==> src/rtl/control_sequencer_pkg.sv <==
// Shared definitions for the hard-wired control sequencer:
// opcodes, IR field positions and the sequencer state encoding.
package control_sequencer_pkg;

   localparam int IR_OP_HI = 31;
   localparam int IR_OP_LO = 27;

   localparam logic [4:0] OP_ADD  = 5'b00011;
   localparam logic [4:0] OP_SUB  = 5'b00100;
   localparam logic [4:0] OP_AND  = 5'b00101;
   localparam logic [4:0] OP_OR   = 5'b00110;
   localparam logic [4:0] OP_SHR  = 5'b00111;
   localparam logic [4:0] OP_ROL  = 5'b01000;
   localparam logic [4:0] OP_ROR  = 5'b01001;
   localparam logic [4:0] OP_NOP  = 5'b11010;
   localparam logic [4:0] OP_HALT = 5'b11011;

   typedef enum logic [3:0] {
      S_RST,
      S_T0,
      S_T1,
      S_T1W,
      S_T2,
      S_T3,
      S_T4,
      S_T5,
      S_HALT,
      S_FAULT
   } state_t;

   function automatic logic [4:0] ir_opcode(input logic [31:0] ir);
      return ir[IR_OP_HI:IR_OP_LO];
   endfunction

endpackage

==> src/rtl/control_sequencer_op_decoder.sv <==
// Opcode classifier: exactly one of the four class flags is set
// for any opcode value.
module control_sequencer_op_decoder
   import control_sequencer_pkg::*;
(
   input  logic [4:0] opcode,
   output logic       is_alu,
   output logic       is_nop,
   output logic       is_halt,
   output logic       is_illegal
);

   always_comb begin
      is_alu     = 1'b0;
      is_nop     = 1'b0;
      is_halt    = 1'b0;
      is_illegal = 1'b0;
      unique case (opcode)
         OP_ADD, OP_SUB, OP_AND, OP_OR,
         OP_SHR, OP_ROL, OP_ROR: is_alu = 1'b1;
         OP_NOP:  is_nop  = 1'b1;
         OP_HALT: is_halt = 1'b1;
         default: is_illegal = 1'b1;
      endcase
   end

endmodule

==> src/rtl/control_sequencer.sv <==
// Hard-wired fetch/decode/execute sequencer driving the datapath strobes;
// outputs decode from the state register and the IR opcode.
module control_sequencer
   import control_sequencer_pkg::*;
#(
   parameter int unsigned MEM_TIMEOUT = 15
)
(
   input  logic        Clock,
   input  logic        Clear,
   input  logic        Run,
   input  logic        Mem_rdy,
   input  logic [31:0] IR,
   output logic        PCout,
   output logic        Zlowout,
   output logic        MDRout,
   output logic        MARin,
   output logic        PCin,
   output logic        MDRin,
   output logic        Read,
   output logic        IRin,
   output logic        Yin,
   output logic        IncPC,
   output logic        ZLowIn,
   output logic        Gra,
   output logic        Grb,
   output logic        Grc,
   output logic        Rin,
   output logic        Rout,
   output logic [4:0]  op_code,
   output logic        Halted,
   output logic        Illegal,
   output logic        Bus_err
);

   localparam logic [3:0] TIMEOUT = 4'(MEM_TIMEOUT);

   state_t     state;
   state_t     state_nx;
   logic [3:0] wait_cnt;
   logic [3:0] wait_cnt_nx;
   logic [4:0] opcode;
   logic       is_alu;
   logic       is_nop;
   logic       is_halt;
   logic       is_illegal;
   logic       unused_ir;

   assign opcode    = ir_opcode(IR);
   assign unused_ir = ^IR[26:0];

   control_sequencer_op_decoder u_dec (
      .opcode     (opcode),
      .is_alu     (is_alu),
      .is_nop     (is_nop),
      .is_halt    (is_halt),
      .is_illegal (is_illegal)
   );

   always_ff @(posedge Clock) begin
      if (!Clear) begin
         state    <= S_RST;
         wait_cnt <= '0;
      end else begin
         state    <= state_nx;
         wait_cnt <= wait_cnt_nx;
      end
   end

   always_comb begin
      state_nx    = state;
      wait_cnt_nx = wait_cnt;
      PCout   = 1'b0;
      Zlowout = 1'b0;
      MDRout  = 1'b0;
      MARin   = 1'b0;
      PCin    = 1'b0;
      MDRin   = 1'b0;
      Read    = 1'b0;
      IRin    = 1'b0;
      Yin     = 1'b0;
      IncPC   = 1'b0;
      ZLowIn  = 1'b0;
      Gra     = 1'b0;
      Grb     = 1'b0;
      Grc     = 1'b0;
      Rin     = 1'b0;
      Rout    = 1'b0;
      op_code = 5'd0;
      Halted  = 1'b0;
      Illegal = 1'b0;
      Bus_err = 1'b0;
      unique case (state)
         S_RST: state_nx = S_T0;
         S_T0: begin
            // a stalled T0 drives nothing onto the bus
            if (Run) begin
               PCout    = 1'b1;
               MARin    = 1'b1;
               IncPC    = 1'b1;
               ZLowIn   = 1'b1;
               state_nx = S_T1;
            end
         end
         S_T1: begin
            Zlowout = 1'b1;
            PCin    = 1'b1;
            Read    = 1'b1;
            MDRin   = 1'b1;
            if (Mem_rdy) begin
               state_nx = S_T2;
            end else begin
               state_nx    = S_T1W;
               wait_cnt_nx = '0;
            end
         end
         S_T1W: begin
            Read  = 1'b1;
            MDRin = 1'b1;
            if (Mem_rdy)
               state_nx = S_T2;
            else if (wait_cnt + 4'd1 == TIMEOUT)
               state_nx = S_FAULT;
            else
               wait_cnt_nx = wait_cnt + 4'd1;
         end
         S_T2: begin
            MDRout   = 1'b1;
            IRin     = 1'b1;
            state_nx = S_T3;
         end
         S_T3: begin
            unique case (1'b1)
               is_alu: begin
                  Grb      = 1'b1;
                  Rout     = 1'b1;
                  Yin      = 1'b1;
                  state_nx = S_T4;
               end
               is_nop:  state_nx = S_T0;
               is_halt: state_nx = S_HALT;
               is_illegal: begin
                  Illegal  = 1'b1;
                  state_nx = S_T0;
               end
            endcase
         end
         S_T4: begin
            Grc      = 1'b1;
            Rout     = 1'b1;
            ZLowIn   = 1'b1;
            op_code  = opcode;
            state_nx = S_T5;
         end
         S_T5: begin
            Zlowout  = 1'b1;
            Gra      = 1'b1;
            Rin      = 1'b1;
            state_nx = S_T0;
         end
         S_HALT:  Halted  = 1'b1;
         S_FAULT: Bus_err = 1'b1;
         default: state_nx = S_RST;
      endcase
   end

endmodule

==> config.mk <==
export PLATFORM = sky130hd
export DESIGN_NAME = control_sequencer
export DESIGN_NICKNAME = d
export VERILOG_FILES = /design/src/rtl/control_sequencer_pkg.sv /design/src/rtl/control_sequencer_op_decoder.sv /design/src/rtl/control_sequencer.sv
export SDC_FILE = /design/constraint.sdc
export NUM_CORES = 1
export LEC_CHECK = 0
export CORE_MARGIN = 8
export CORE_UTILIZATION = 36
export DETAILED_ROUTE_END_ITERATION = 10
export PLACE_DENSITY_LB_ADDON = 0.05
export SLEW_MARGIN = 0
export SYNTH_ARGS = -nofsm -noshare
export SYNTH_HDL_FRONTEND = slang
export SYNTH_SLANG_ARGS = --single-unit
==> constraint.sdc <==
create_clock -name Clock -period 3.1 [get_ports Clock]
set_clock_uncertainty 0.15 [all_clocks]
set_input_delay 0.62 -clock Clock [delete_from_list [all_inputs] [get_ports Clock]]
set_output_delay 0.62 -clock Clock [all_outputs]
set_load 0.01 [all_outputs]
# After elaboration in Yosys (flattened, before gate mapping)
# Cells that the tools add are included.
# W data, S select, Z words.
# totals
out_inout_bits	24
reg_bits	8
elab_cells	69
# classes
reduce_logical	11
bitwise	1
n_eq_ne	24
addsub	1
muxes	30
# op_table
operator	n
$pmux W4 S8	1
$mux W4	6
$eq A5 B3 Y1 const B	4
$mux W1	17
$eq A4 B3 Y1 const B	4
$eq A4 B4 Y1 const B	3
$pmux W4 S3	1
$eq A5 B4 Y1 const B	2
$eq A5 B5 Y1 const B	2
$reduce_or A2 Y1	5
$reduce_or A9 Y1	1
$eq A4 B2 Y1 const B	2
$ne A2 B2 Y1 const B	4
$pmux W4 S2	1
$reduce_or A7 Y1	1
$eq A5 B2 Y1 const B	1
$mux W5	1
$add A4 B1 Y4 const B	1
$eq A4 B1 Y1 const B	1
$logic_not A4 Y1	1
$pmux W1 S2	2
$reduce_and A4 Y1	1
$mux W3	1
$ne A3 B3 Y1 const B	1
other kinds (3)	3

# Depth between registers and ports, before layout
# Gate-level depths: netlist of the first run.
# logic_depth
depth_word	6
depth_mapped	6
ltp_nobuf	5

# Cells and area by module
# Synthesis of the first run repeated with hierarchy kept, for this count alone.
# unflattened
hier_cells	111
hier_area_um2	835.8
# by_module_without_submodules
module	n_inst	cells_per_inst	area_each_um2
control_sequencer	1	101	742.0
control_sequencer_op_decoder	1	10	93.8

# Worst setup path before layout of the first run
# OpenSTA, ideal clock, no wires.
# synth_path
path_type	input to output
start	input IR[31]
end	output Yin
t_arrival_ps	1669
n_path_buf	1
setup_slack_ps	661
stages	4
cell_sequence	or4b_1 -> o31a_1 -> nor2_1 -> buf_4
# synth_between
elab_chain_cells	5
# synth_lines
item	line	rtl
from (decl)	control_sequencer.sv:13	input logic [31:0] IR,
$eq A5 B2 Y1 (tied with other cells)	control_sequencer_op_decoder.sv:18	unique case (opcode)
$reduce_or A7 Y1 *	control_sequencer_op_decoder.sv:18	
$mux W1 *	control_sequencer_op_decoder.sv:18	
$mux W1 * (2 in a row)	--	
to (decl)	control_sequencer.sv:22	output logic Yin,
# Every way passes the cells marked *; elsewhere a longest branch is shown, timed or not.

# Worst setup path in the final report of the first run
# layout_path
start	input IR[31]
end	output Illegal
# layout_between
elab_chain_cells	4
# layout_lines
item	line	rtl
$eq A5 B2 Y1 (tied with other cells)	control_sequencer_op_decoder.sv:18	
$reduce_or A9 Y1 (no line) *	--	
$mux W1 *	control_sequencer.sv:133	unique case (1'b1)
$mux W1 *	control_sequencer.sv:93	unique case (state)
to (decl)	control_sequencer.sv:32	output logic Illegal,
# Marked as above.

==> results of run 1 <==
==> layer usage <==
layer	vias up	global-route usage, %
met5	-	0
met4	0	6.84
met3	4	5.38
met2	34	19.1
met1	391	14.4
li1	446	-
==> logic make-up after synthesis <==
kind of cell,count (synthesis)
compound gates,25
xor+xnor,2
fa+ha+maj,2
buf+inv,15
flops,8
mux,2
simple gates,52
==> cell usage after synthesis (all sizes together) (2+ instances only) <==
master | number | share of area [%]
o21ai | 5 | 3.2
nand3 | 4 | 2.5
o311ai | 2 | 2.2
o22ai | 3 | 2.4
nor3 | 2 | 1.3
and2 | 6 | 4.8
or4b | 2 | 3.0
inv | 3 | 1.4
a31oi | 2 | 1.6
nand2 | 11 | 5.2
a21oi | 3 | 1.9
a21o | 2 | 1.9
and4b | 2 | 2.5
buf | 11 | 10
or2 | 3 | 2.4
dfxtp | 8 | 20
nand2b | 3 | 2.4
ha | 2 | 3.2
nor2b | 4 | 3.2
o31ai | 2 | 1.9
nor2 | 11 | 5.2
==> registers in the layout (all words and copies together) (netlist names) <==
name and cells:
state 4, wait_cnt 4
==> final cells by class <==
type	count	area, sq um	share of cell area (%)
Clock buffer	3	22.5	1.94
Inverter	3	11.3	0.972
Multi-Input combinational cell	83	532	45.9
Sequential cell	8	160	13.8
Tap cell	28	35.0	3.02
Timing Repair Buffer	43	398	34.3
==> power by group through the flow <==
stage	registers [mW]	clock network (mW)	logic, mW
floorplan	0.141	0	0.248
global placement	0.139	0	0.389
detailed placement	0.139	0	0.393
CTS	0.137	0.0843	0.395
global route	0.140	0.0895	0.433
finish	0.137	0.0851	0.392
==> worst min-delay path, cell delays in order (launching register included) <==
cell and delay (ns):
dfxtp_1 0.35, nand2_1 0.07, mux2i_1 0.06
==> through the flow <==
| step | setup WS [ns] | util [%] | cell area (sq um) | power [mW] |
|---|---|---|---|---|
| finish | 0.172 | 53.9 | 1160 | 0.614 |
| global placement | -0.111 | 53.1 | 1140 | 0.528 |
| CTS | 0.160 | 53.9 | 1160 | 0.617 |
| detailed placement | -0.101 | 53.1 | 1140 | 0.532 |
| global route | 0.0696 | 53.9 | 1160 | 0.662 |
| floorplan | 0.661 | - | 788 | 0.389 |
==> how the worst max path moves through the flow <==
stage	from	endpoint	slack (ns)
after floorplan	IR[31]	Yin	0.66
final	IR[31]	Illegal	0.17
after global routing	IR[31]	Rout	0.07
after global placement	IR[31]	Grb	-0.11
after CTS	IR[31]	Rout	0.16
after detailed placement	IR[31]	Rout	-0.10
==> impl_summary.txt, run 1 <==
----------------------------------------------------
[STA]
  Final critical-path share of the clock period ... between 90% and 100%
  Max Fclk ... between 300 and 400 MHz
  Final setup TNS ... 0 ns
  Number of pins with negative max-slew slack in the final report ... 0
  Max-Slew Margin vs Limit ... a little under three fifths
  Slew at the pin with the worst max-slew slack ... 0.629 ns
  Final critical-path required period ... roughly 3 ns
  Worst hold slack after final layout ... about 0.38 ns
  Number of failing hold endpoints at the final stage ... 0
  Endpoints failing setup ... 0
  Unrepaired setup endpoints after global routing ... no

[Global routing]
  Pin count of the biggest net entering global routing ... 18
  Vias in the first global route ... 947
  Global-route usage over all layers ... between 10% and 20%
  First-pass GRT wire length ... ~4.1 mm
  Total overflow reported by the global router ... 0
  Initial antenna violation count ... 0

[Worst hold path]
  Hold endpoint ... wait_cnt[1]
  Start point of the worst min-delay path ... wait_cnt[1]
  Hold Crit Class ... reg -> reg
  Cells on Worst Hold Path ... 2

[Worst setup path]
  Arrival time reported for the critical path endpoint ... between 2 and 2.5 ns
  Worst reg2reg path depth ... 5
  Buffers and inverters on the worst path ... 2
  Top cell family by delay on the critical path ... buffers and inverters
  Nature of the critical path startpoint ... input port
  List of cells traversed by the critical path ... clkdlybuf4s50_1 -> or4b_1 -> o31a_1 -> nand2b_1 -> nor2_1 -> dlygate4sd2_1
  CP endpoint kind ... output port
  CP Data Required Time ... roughly 2.3 ns
  Worst flop-to-flop path startpoint ... state[2]
  Top fanout value on the critical path ... 4
  Max incr delay on CP ... roughly 0.52 ns
  Slowest library cell on the worst path ... or4b_1
  Worst Path Class, Setup ... in -> out
  Stages on the worst setup path ... 6
  Slack of the worst reg-to-reg path ... roughly 1.4 ns
  Crit Reg-Reg Endpoint ... wait_cnt[3]

[Drt]
  Vias per inst ... ~5.2
  Total DRC errors in the routed layout ... 0
  Number of search-and-repair iterations in the first detailed-routing pass ... 4
  Starting DRT DRC Count ... 29
  WL met1 ... 1.23 mm
  Vias ... slightly below 900
  Number of nets with antenna violations after routing ... 0
  Routed wire per std cell ... approximately 15 um
  Uppermost routed layer ... met4
  Wire length on met2 ... about 980 um
  Routed wire length ... 2.47 mm
  Met3 wirelength from detailed routing ... about 230 um

[Yosys]
  Synthesized-area fraction occupied by xor and xnor cells ... ~2.2%
  Number of different library cells in the post-synthesis netlist ... 40
  Top flip-flop cell by instance count after synthesis ... dfxtp_1
  Post-Synthesis Cells ... around 110
  Basic-gate share of the synthesized area counting and, or, nand and nor cells ... between 30% and 40%
  Fraction of the mapped netlist area in adder cells ... 3.17%
  Warnings from Yosys ... 0
  Area of the mapped netlist ... 788 sq um
  Post-synth EDFFs ... 0
  Area fraction in compound gates after synthesis ... 21.6%
  Seq cells post-synth ... 8
  Multiplexer share of the synthesized area ... between 2 and 3%
  Share of flip-flops with an asynchronous set or reset after synthesis ... 0%
  Average footprint of a synthesized cell ... between 7 and 8 sq um
  Synthesized Nets ... around 140
  Sequential area share after synthesis ... 20.3%
  Largest family of logic cells by synthesized area ... simple AND/OR/NAND/NOR gates

[Pwr]
  IR Drop Worst-Case VDD ... between 0.3 and 0.4 mV
  Clock network fraction of design power ... between 10 and 15%
  Static Leakage ... 0.467 nW
  Sequential cell fraction of total power ... between 20 and 25%
  Net switching power ... between 0.2 and 0.3 mW
  Internal power summed over all cells ... 0.358 mW
  Switching portion of total power ... around two fifths
  Power density over the cells ... ~530 nW/um^2
  Comb power frac ... between 60 and 70%

[Finish]
  Final net count ... 180
  Leading cell type in the layout, fill and taps excluded ... clkdlybuf4s50_1
  P&R area growth vs syn ... 47.0%
  Top library cells by usage in the layout, fill and taps aside ... clkdlybuf4s50_1 (28), nand2_1 (11), nor2_1 (11), buf_4 (11), dfxtp_1 (8)
  Total inserted antenna cells ... 0
  Final std cells w/o fill ... between 150 and 200
  Fillers ... 217
  Share of final-layout standard cells stronger than drive strength 1 ... around 15%

[CTS]
  H-tree levels ... 1
  Post-CTS resize count ... 4
  Root Driver ... clkbuf_4
  Clk pin slew, worst setup/hold paths ... roughly 0.060 ns
  Skew-Pair Late Insertion Delay ... around 0.26 ns
  Worst-case clock buffer depth ... 2
  Number of hold buffers added after CTS ... 0
  Post CTS Setup Buffer Count ... 0
  Inserted Clock Buffers ... 3
  Clock sinks ... 8
  CTS tree ... done

[Placement]
  Global placement routability congestion ... ~0.85
  Count of input and output buffers ... 32
  Dpl cells ... approximately 170
  Placed wire-length estimate ... 1.92 mm

[Die]
  Area of the die ... 3940 sq um
  Site Rows ... 17
  Width of the die ... about 63 um
  Area of the core ... between 2000 and 2500 sq um
  Number of top-level pins ... 60
  Die H ... around 63 um
  Initial cell density of the core ... about 37%

[Status]
  Result of the run ... finished, final reports clean

[Flow run]
  Max Cap Violations ... 0

----------------------------------------------------
(Power assumes the default switching activity.)
==> inputs of run 2 (changes only) <==
--- a/config.mk
+++ b/config.mk
@@ -8,7 +8,7 @@
 export CORE_MARGIN = 8
 export CORE_UTILIZATION = 36
 export DETAILED_ROUTE_END_ITERATION = 10
-export PLACE_DENSITY_LB_ADDON = 0.05
+export PLACE_DENSITY = 0.85
 export SLEW_MARGIN = 0
 export SYNTH_ARGS = -nofsm -noshare
 export SYNTH_HDL_FRONTEND = slang
==> run 2 against run 1 <==
Non-clock buffer count is 3 lower. Final area is 1.8% lower. Global-route usage is 0.62 points lower. Critical endpoint is now Rout.
==> impl_summary.txt, run 2 (synthesized netlist as in run 1, its figures left out) <==
----------------------------------------------------
[Status]
  Result of the run ... finished, final reports clean

[CTS]
  H-tree levels ... 1 (unchanged)
  CTS tree ... done
  Post CTS Setup Buffer Count ... 0 (unchanged)
  Skew-Pair Late Insertion Delay ... 0.26 ns (about the same)
  Worst-case clock buffer depth ... 2 (unchanged)
  Root Driver ... clkbuf_4
  Clk pin slew, worst setup/hold paths ... 0.06 ns (about the same)
  Inserted Clock Buffers ... 3 (unchanged)
  Clock sinks ... 8 (unchanged)

[Drt]
  Number of nets with antenna violations after routing ... 0 (unchanged)
  Vias ... 892 (+1.9%)
  Routed wire per std cell ... 14.3 um (-3.0%)
  Total DRC errors in the routed layout ... 0 (unchanged)
  Starting DRT DRC Count ... 36 (+24%)
  Number of search-and-repair iterations in the first detailed-routing pass ... 4 (unchanged)
  Vias per inst ... 5.41 (+3.8%)
  Routed wire length ... 2.35 mm (-4.7%)

[Worst hold path]
  Hold Crit Class ... reg -> reg

[STA]
  Max Fclk ... 340 MHz (-0.60%)
  Unrepaired setup endpoints after global routing ... no
  Final setup TNS ... 0 ns (unchanged)
  Number of pins with negative max-slew slack in the final report ... 0 (unchanged)
  Max-Slew Margin vs Limit ... 60.5% (+3.0 points)
  Endpoints failing setup ... 0 (unchanged)
  Slew at the pin with the worst max-slew slack ... 0.584 ns (-0.0452 ns)
  Final critical-path share of the clock period ... 95.0% (+0.57 points)
  Final critical-path required period ... 2.95 ns (+0.0177 ns)
  Number of failing hold endpoints at the final stage ... 0 (unchanged)

[Pwr]
  Comb power frac ... 57.8% (-6.0 points)
  Internal power summed over all cells ... 0.348 mW (-3.0%)
  Overall Power ... 0.598 mW (-2.7%)
  Sequential cell fraction of total power ... 27.9% (+5.6 points)
  Power density over the cells ... 525 nW/um^2 (-0.89%)
  Net switching power ... 0.250 mW (-2.3%)
  Switching portion of total power ... 41.8% (+0.16 points)
  Static Leakage ... 0.451 nW (-3.4%)
  Clock network fraction of design power ... 14.3% (+0.4 points)
  IR Drop Worst-Case VDD ... 0.238 mV (-38%)

[Die]
  Width of the die ... 62.8 um (unchanged)
  Site Rows ... 17 (unchanged)
  Initial cell density of the core ... 36.7% (unchanged)
  Number of top-level pins ... 60 (unchanged)
  Area of the die ... 3940 sq um (unchanged)
  Area of the core ... 2150 sq um (unchanged)
  Die H ... 62.8 um (unchanged)

[Finish]
  Final net count ... 177 (-1.7%)
  Post-route design area ... 1140 sq um (-1.8%)
  Total inserted antenna cells ... 0 (unchanged)
  Registers with the most flip-flops ... state: 4 flops, wait_cnt: 4 flops
  Share of final-layout standard cells stronger than drive strength 1 ... 13.9% (-1.1 points)
  Final std cells w/o fill ... 165 (-1.8%)
  P&R area growth vs syn ... 44.3%
  Top library cells by usage in the layout, fill and taps aside ... clkdlybuf4s50_1 (28), nand2_1 (11), nor2_1 (11)
  Leading cell type in the layout, fill and taps excluded ... clkdlybuf4s50_1

[Worst setup path]
  Top fanout value on the critical path ... 4 (unchanged)
  CP endpoint kind ... output port
  Worst Path Class, Setup ... in -> out
  Nature of the critical path startpoint ... input port
  Arrival time reported for the critical path endpoint ... 2.18 ns (+0.02 ns)
  CP Data Required Time ... 2.33 ns (about the same)

[Global routing]
  Initial antenna violation count ... 0 (unchanged)
  Pin count of the biggest net entering global routing ... 19 (+1)
  First-pass GRT wire length ... 3.98 mm (-3.5%)
  Vias in the first global route ... 847 (-11%)
  Total overflow reported by the global router ... 0 (unchanged)
  Global-route usage over all layers ... 11.9% (-0.62 points)

[Flow run]
  Max Cap Violations ... 0 (unchanged)

[Placement]
  Global placement routability congestion ... 0.864 (+1.9%)
  Placed wire-length estimate ... 1.80 mm (-6.5%)
  Cell Area, Placed ... 1120 sq um (-2.0%)
  Count of input and output buffers ... 32 (unchanged)
  Dpl cells ... 162 (-1.8%)

----------------------------------------------------
[run 2: cell types whose count changed in the layout (fill, tap and decap cells not counted)]
cell     change
buf_4        -3
dfxtp_1      -1
dfxtp_2      +1
[run 2: layout make-up]
type | count | area (sq um)
Tap cell | 28 | 35.0
Timing Repair Buffer | 40 | 375
Multi-Input combinational cell | 83 | 532
Fill cell | 199 | 1010
Clock buffer | 3 | 22.5
Sequential cell | 8 | 161
Inverter | 3 | 11.3
[run 2: stage by stage]
| stage | util (%) | setup slack [ns] | hold slack (ns) |
|---|---|---|---|
| 3_5_place_dp | 52.1 | -0.138 | 0.354 |
| 6_report | 52.9 | 0.155 | 0.359 |
| 2_1_floorplan | - | 0.661 | 0.321 |
| 3_3_place_gp | 52.1 | -0.100 | 0.336 |
| 4_1_cts | 52.9 | 0.113 | 0.362 |
| 5_1_grt | 52.9 | 0.0560 | 0.383 |
[run 2: power by group through the flow]
stage	Sequential (mW)	Combinational (mW)	Clock, mW
after floorplan	0.141	0.248	0
after global placement	0.164	0.336	0
after detailed placement	0.166	0.344	0
after CTS	0.164	0.344	0.0839
after global routing	0.172	0.377	0.0909
final	0.167	0.345	0.0855
[run 2: critical path, cell delays in order]
cell and delay, ns:
clkdlybuf4s50_1 0.41, or4b_1 0.53, o31a_1 0.17, o22ai_1 0.15, dlygate4sd2_1 0.30
[run 2: worst paths after layout]
kind / startpoint / endpoint / slack (ns) / depth (start not counted)
min: wait_cnt[1] / wait_cnt[1] / 0.36 / 2
max reg2reg: state[1] / wait_cnt[0] / 1.27 / 4
max: IR[31] / Rout / 0.15 / 5
min reg2reg: wait_cnt[1] / wait_cnt[1] / 0.36 / 2
[run 2: layer usage]
layer	up-vias	routed length [um]	GRT usage [%]	part of all wire (%)
li1	439	-	-	-
met4	0	48	7.98	2.0
met3	4	123	3.23	5.2
met1	421	965	12.5	41
met5	-	0	0	0
met2	28	1220	20.4	52
[run 2: what timing repair did]
action                                  in CTS  in global routing
endpoints found under the setup margin       4                  6
pin swaps                                    0                  0
resized for setup                            4                  1
hold buffers                                 0                  0
==> inputs of run 3 (changes only) <==
--- a/config.mk
+++ b/config.mk
@@ -6,9 +6,9 @@
 export NUM_CORES = 1
 export LEC_CHECK = 0
 export CORE_MARGIN = 8
-export CORE_UTILIZATION = 36
+export CORE_UTILIZATION = 30
 export DETAILED_ROUTE_END_ITERATION = 10
-export PLACE_DENSITY = 0.85
+export PLACE_DENSITY = 0.73
 export SLEW_MARGIN = 0
 export SYNTH_ARGS = -nofsm -noshare
 export SYNTH_HDL_FRONTEND = slang
==> run 3 against run 2 <==
Register-to-register slack improved by 0.05 ns. Sequential cell count unchanged. Non-clock buffer count increased by 1. Sequential power fell by 5%. Die area grew 15%. First-iteration DRC count decreased by 8.3%. Fmax is 1.4% higher. Final area is 0.77% higher. Count of clock-buffer cells in the layout unchanged. Via count is 3.0% lower. Wire length shrank 5.0%. Core utilization is 6.7 points lower.
==> impl_summary.txt, run 3 (synthesized netlist as in run 1, its figures left out) <==
----------------------------------------------------
[Status]
  Result of the run ... finished, final reports clean

[Worst setup path]
  Worst Path Class, Setup ... in -> out
  Arrival time reported for the critical path endpoint ... 2.14 ns (-0.04 ns)
  Top fanout value on the critical path ... 4 (unchanged)
  Nature of the critical path startpoint ... input port
  CP endpoint kind ... output port
  CP Data Required Time ... 2.33 ns (about the same)

[Die]
  Width of the die ... 67.3 um (+7.1%)
  Area of the core ... 2480 sq um (+15%)
  Die H ... 67.3 um (+7.1%)
  Site Rows ... 18 (+1)
  Initial cell density of the core ... 31.8% (-4.9 points)
  Number of top-level pins ... 60 (unchanged)
  Area of the die ... 4520 sq um (+15%)

[Pwr]
  Overall Power ... 0.586 mW (-2.0%)
  IR Drop Worst-Case VDD ... 0.257 mV (+7.9%)
  Static Leakage ... 0.456 nW (+1.1%)
  Power density over the cells ... 511 nW/um^2 (-2.7%)

[STA]
  Final critical-path share of the clock period ... 93.7% (-1.3 points)
  Number of pins with negative max-slew slack in the final report ... 0 (unchanged)
  Final critical-path required period ... 2.91 ns (-0.0401 ns)
  Unrepaired setup endpoints after global routing ... no
  Slew at the pin with the worst max-slew slack ... 0.570 ns (-0.0142 ns)
  Endpoints failing setup ... 0 (unchanged)
  Worst Setup Slack, final ... 0.195 ns (+0.0401 ns)
  Max Fclk ... 344 MHz (+1.4%)
  Max-Slew Margin vs Limit ... 61.5% (+0.96 points)
  Number of failing hold endpoints at the final stage ... 0 (unchanged)

[CTS]
  Worst-case clock buffer depth ... 2 (unchanged)
  Clk pin slew, worst setup/hold paths ... 0.05 ns (about the same)
  Number of hold buffers added after CTS ... 0 (unchanged)
  Clock sinks ... 8 (unchanged)
  Inserted Clock Buffers ... 3 (unchanged)
  H-tree levels ... 1 (unchanged)
  CTS tree ... done
  Root Driver ... clkbuf_4
  Skew-Pair Late Insertion Delay ... 0.25 ns (about the same)

[Drt]
  Vias ... 865 (-3.0%)
  Vias per inst ... 5.15 (-4.8%)
  Number of search-and-repair iterations in the first detailed-routing pass ... 4 (unchanged)
  Starting DRT DRC Count ... 33 (-8.3%)
  Total DRC errors in the routed layout ... 0 (unchanged)
  Routed wire length ... 2.24 mm (-5.0%)
  Number of nets with antenna violations after routing ... 0 (unchanged)
  Routed wire per std cell ... 13.3 um (-6.7%)

[Finish]
  Top library cells by usage in the layout, fill and taps aside ... clkdlybuf4s50_1 (28), nand2_1 (11), nor2_1 (11)
  Leading cell type in the layout, fill and taps excluded ... clkdlybuf4s50_1
  Final net count ... 178 (+0.56%)
  Registers with the most flip-flops ... state: 4 flops, wait_cnt: 4 flops
  Fillers ... 255 (+28%)
  Share of final-layout standard cells stronger than drive strength 1 ... 13.8% (-0.10 points)
  Total inserted antenna cells ... 0 (unchanged)
  P&R area growth vs syn ... 45.4%

[Placement]
  Global placement routability congestion ... 0.817 (-5.5%)
  Pre-CTS setup slack ... -0.106 ns (+0.0328 ns)
  Placed wire-length estimate ... 1.87 mm (+3.7%)
  Count of input and output buffers ... 32 (unchanged)

[Worst hold path]
  Hold Crit Class ... reg -> reg

[Global routing]
  Initial antenna violation count ... 0 (unchanged)
  Total overflow reported by the global router ... 0 (unchanged)
  Pin count of the biggest net entering global routing ... 15 (-4)
  First-pass GRT wire length ... 3.58 mm (-10%)
  Global-route usage over all layers ... 9.94% (-2.0 points)
  Vias in the first global route ... 772 (-8.9%)

[Flow run]
  Max Cap Violations ... 0 (unchanged)

----------------------------------------------------
run 3: changes by cell type in the layout (fill, tap and decap cells not counted):
cell     change
buf_4        +1
dfxtp_1      +1
dfxtp_2      -1
run 3: worst paths after layout:
kind	from	slack [ns]	cells past startpoint	endpoint
min	wait_cnt[1]	0.36	2	wait_cnt[1]
min reg2reg	wait_cnt[1]	0.36	2	wait_cnt[1]
max	IR[31]	0.19	5	Rout
max reg2reg	state[2]	1.32	5	wait_cnt[2]
run 3: per-layer routing:
layer,global-route usage (%),vias to the layer above,wire length [um]
li1,-,444,-
met1,10.5,402,905
met2,19.0,17,1220
met3,3.81,2,100
met4,0.522,0,8
met5,0,-,0
run 3: timing repair:
action / 4_1_cts / 5_1_grt
gates resized for setup: 4 / 0
endpoints found under the hold margin: 0 / 0
endpoints found under the setup margin: 4 / 0
buffers inserted: 0 / 0
run 3: final cells by class:
| class | count | area (sq um) | area share [%] |
|---|---|---|---|
| multi-input combinational | 83 | 532 | 46.4 |
| timing repair buffer | 41 | 383 | 33.4 |
| sequential | 8 | 160 | 14.0 |
| tap | 30 | 37.5 | 3.28 |
| clock buffer | 3 | 22.5 | 1.97 |
| inverter | 3 | 11.3 | 0.983 |
run 3: critical path, stage by stage:
cell and delay [ns]:
clkdlybuf4s50_1 0.41, or4b_1 0.51, o31a_1 0.16, o22ai_1 0.14, dlygate4sd2_1 0.29
run 3: power breakdown:
| part | internal (mW) | switching [mW] |
|---|---|---|
| combinational | 0.181 | 0.168 |
| sequential | 0.124 | 0.0350 |
| clock | 0.0441 | 0.0330 |
run 3: metrics by stage:
step	util, %	hold slack (ns)	setup TNS, ns	instances	cell area (sq um)
2_1_floorplan	-	0.321	0	106	788
3_3_place_gp	45.6	0.337	-0.302	165	1130
3_5_place_dp	45.6	0.354	-0.334	165	1130
4_1_cts	46.3	0.362	0	168	1150
5_1_grt	46.3	0.403	0	168	1150
6_report	46.3	0.360	0	168	1150
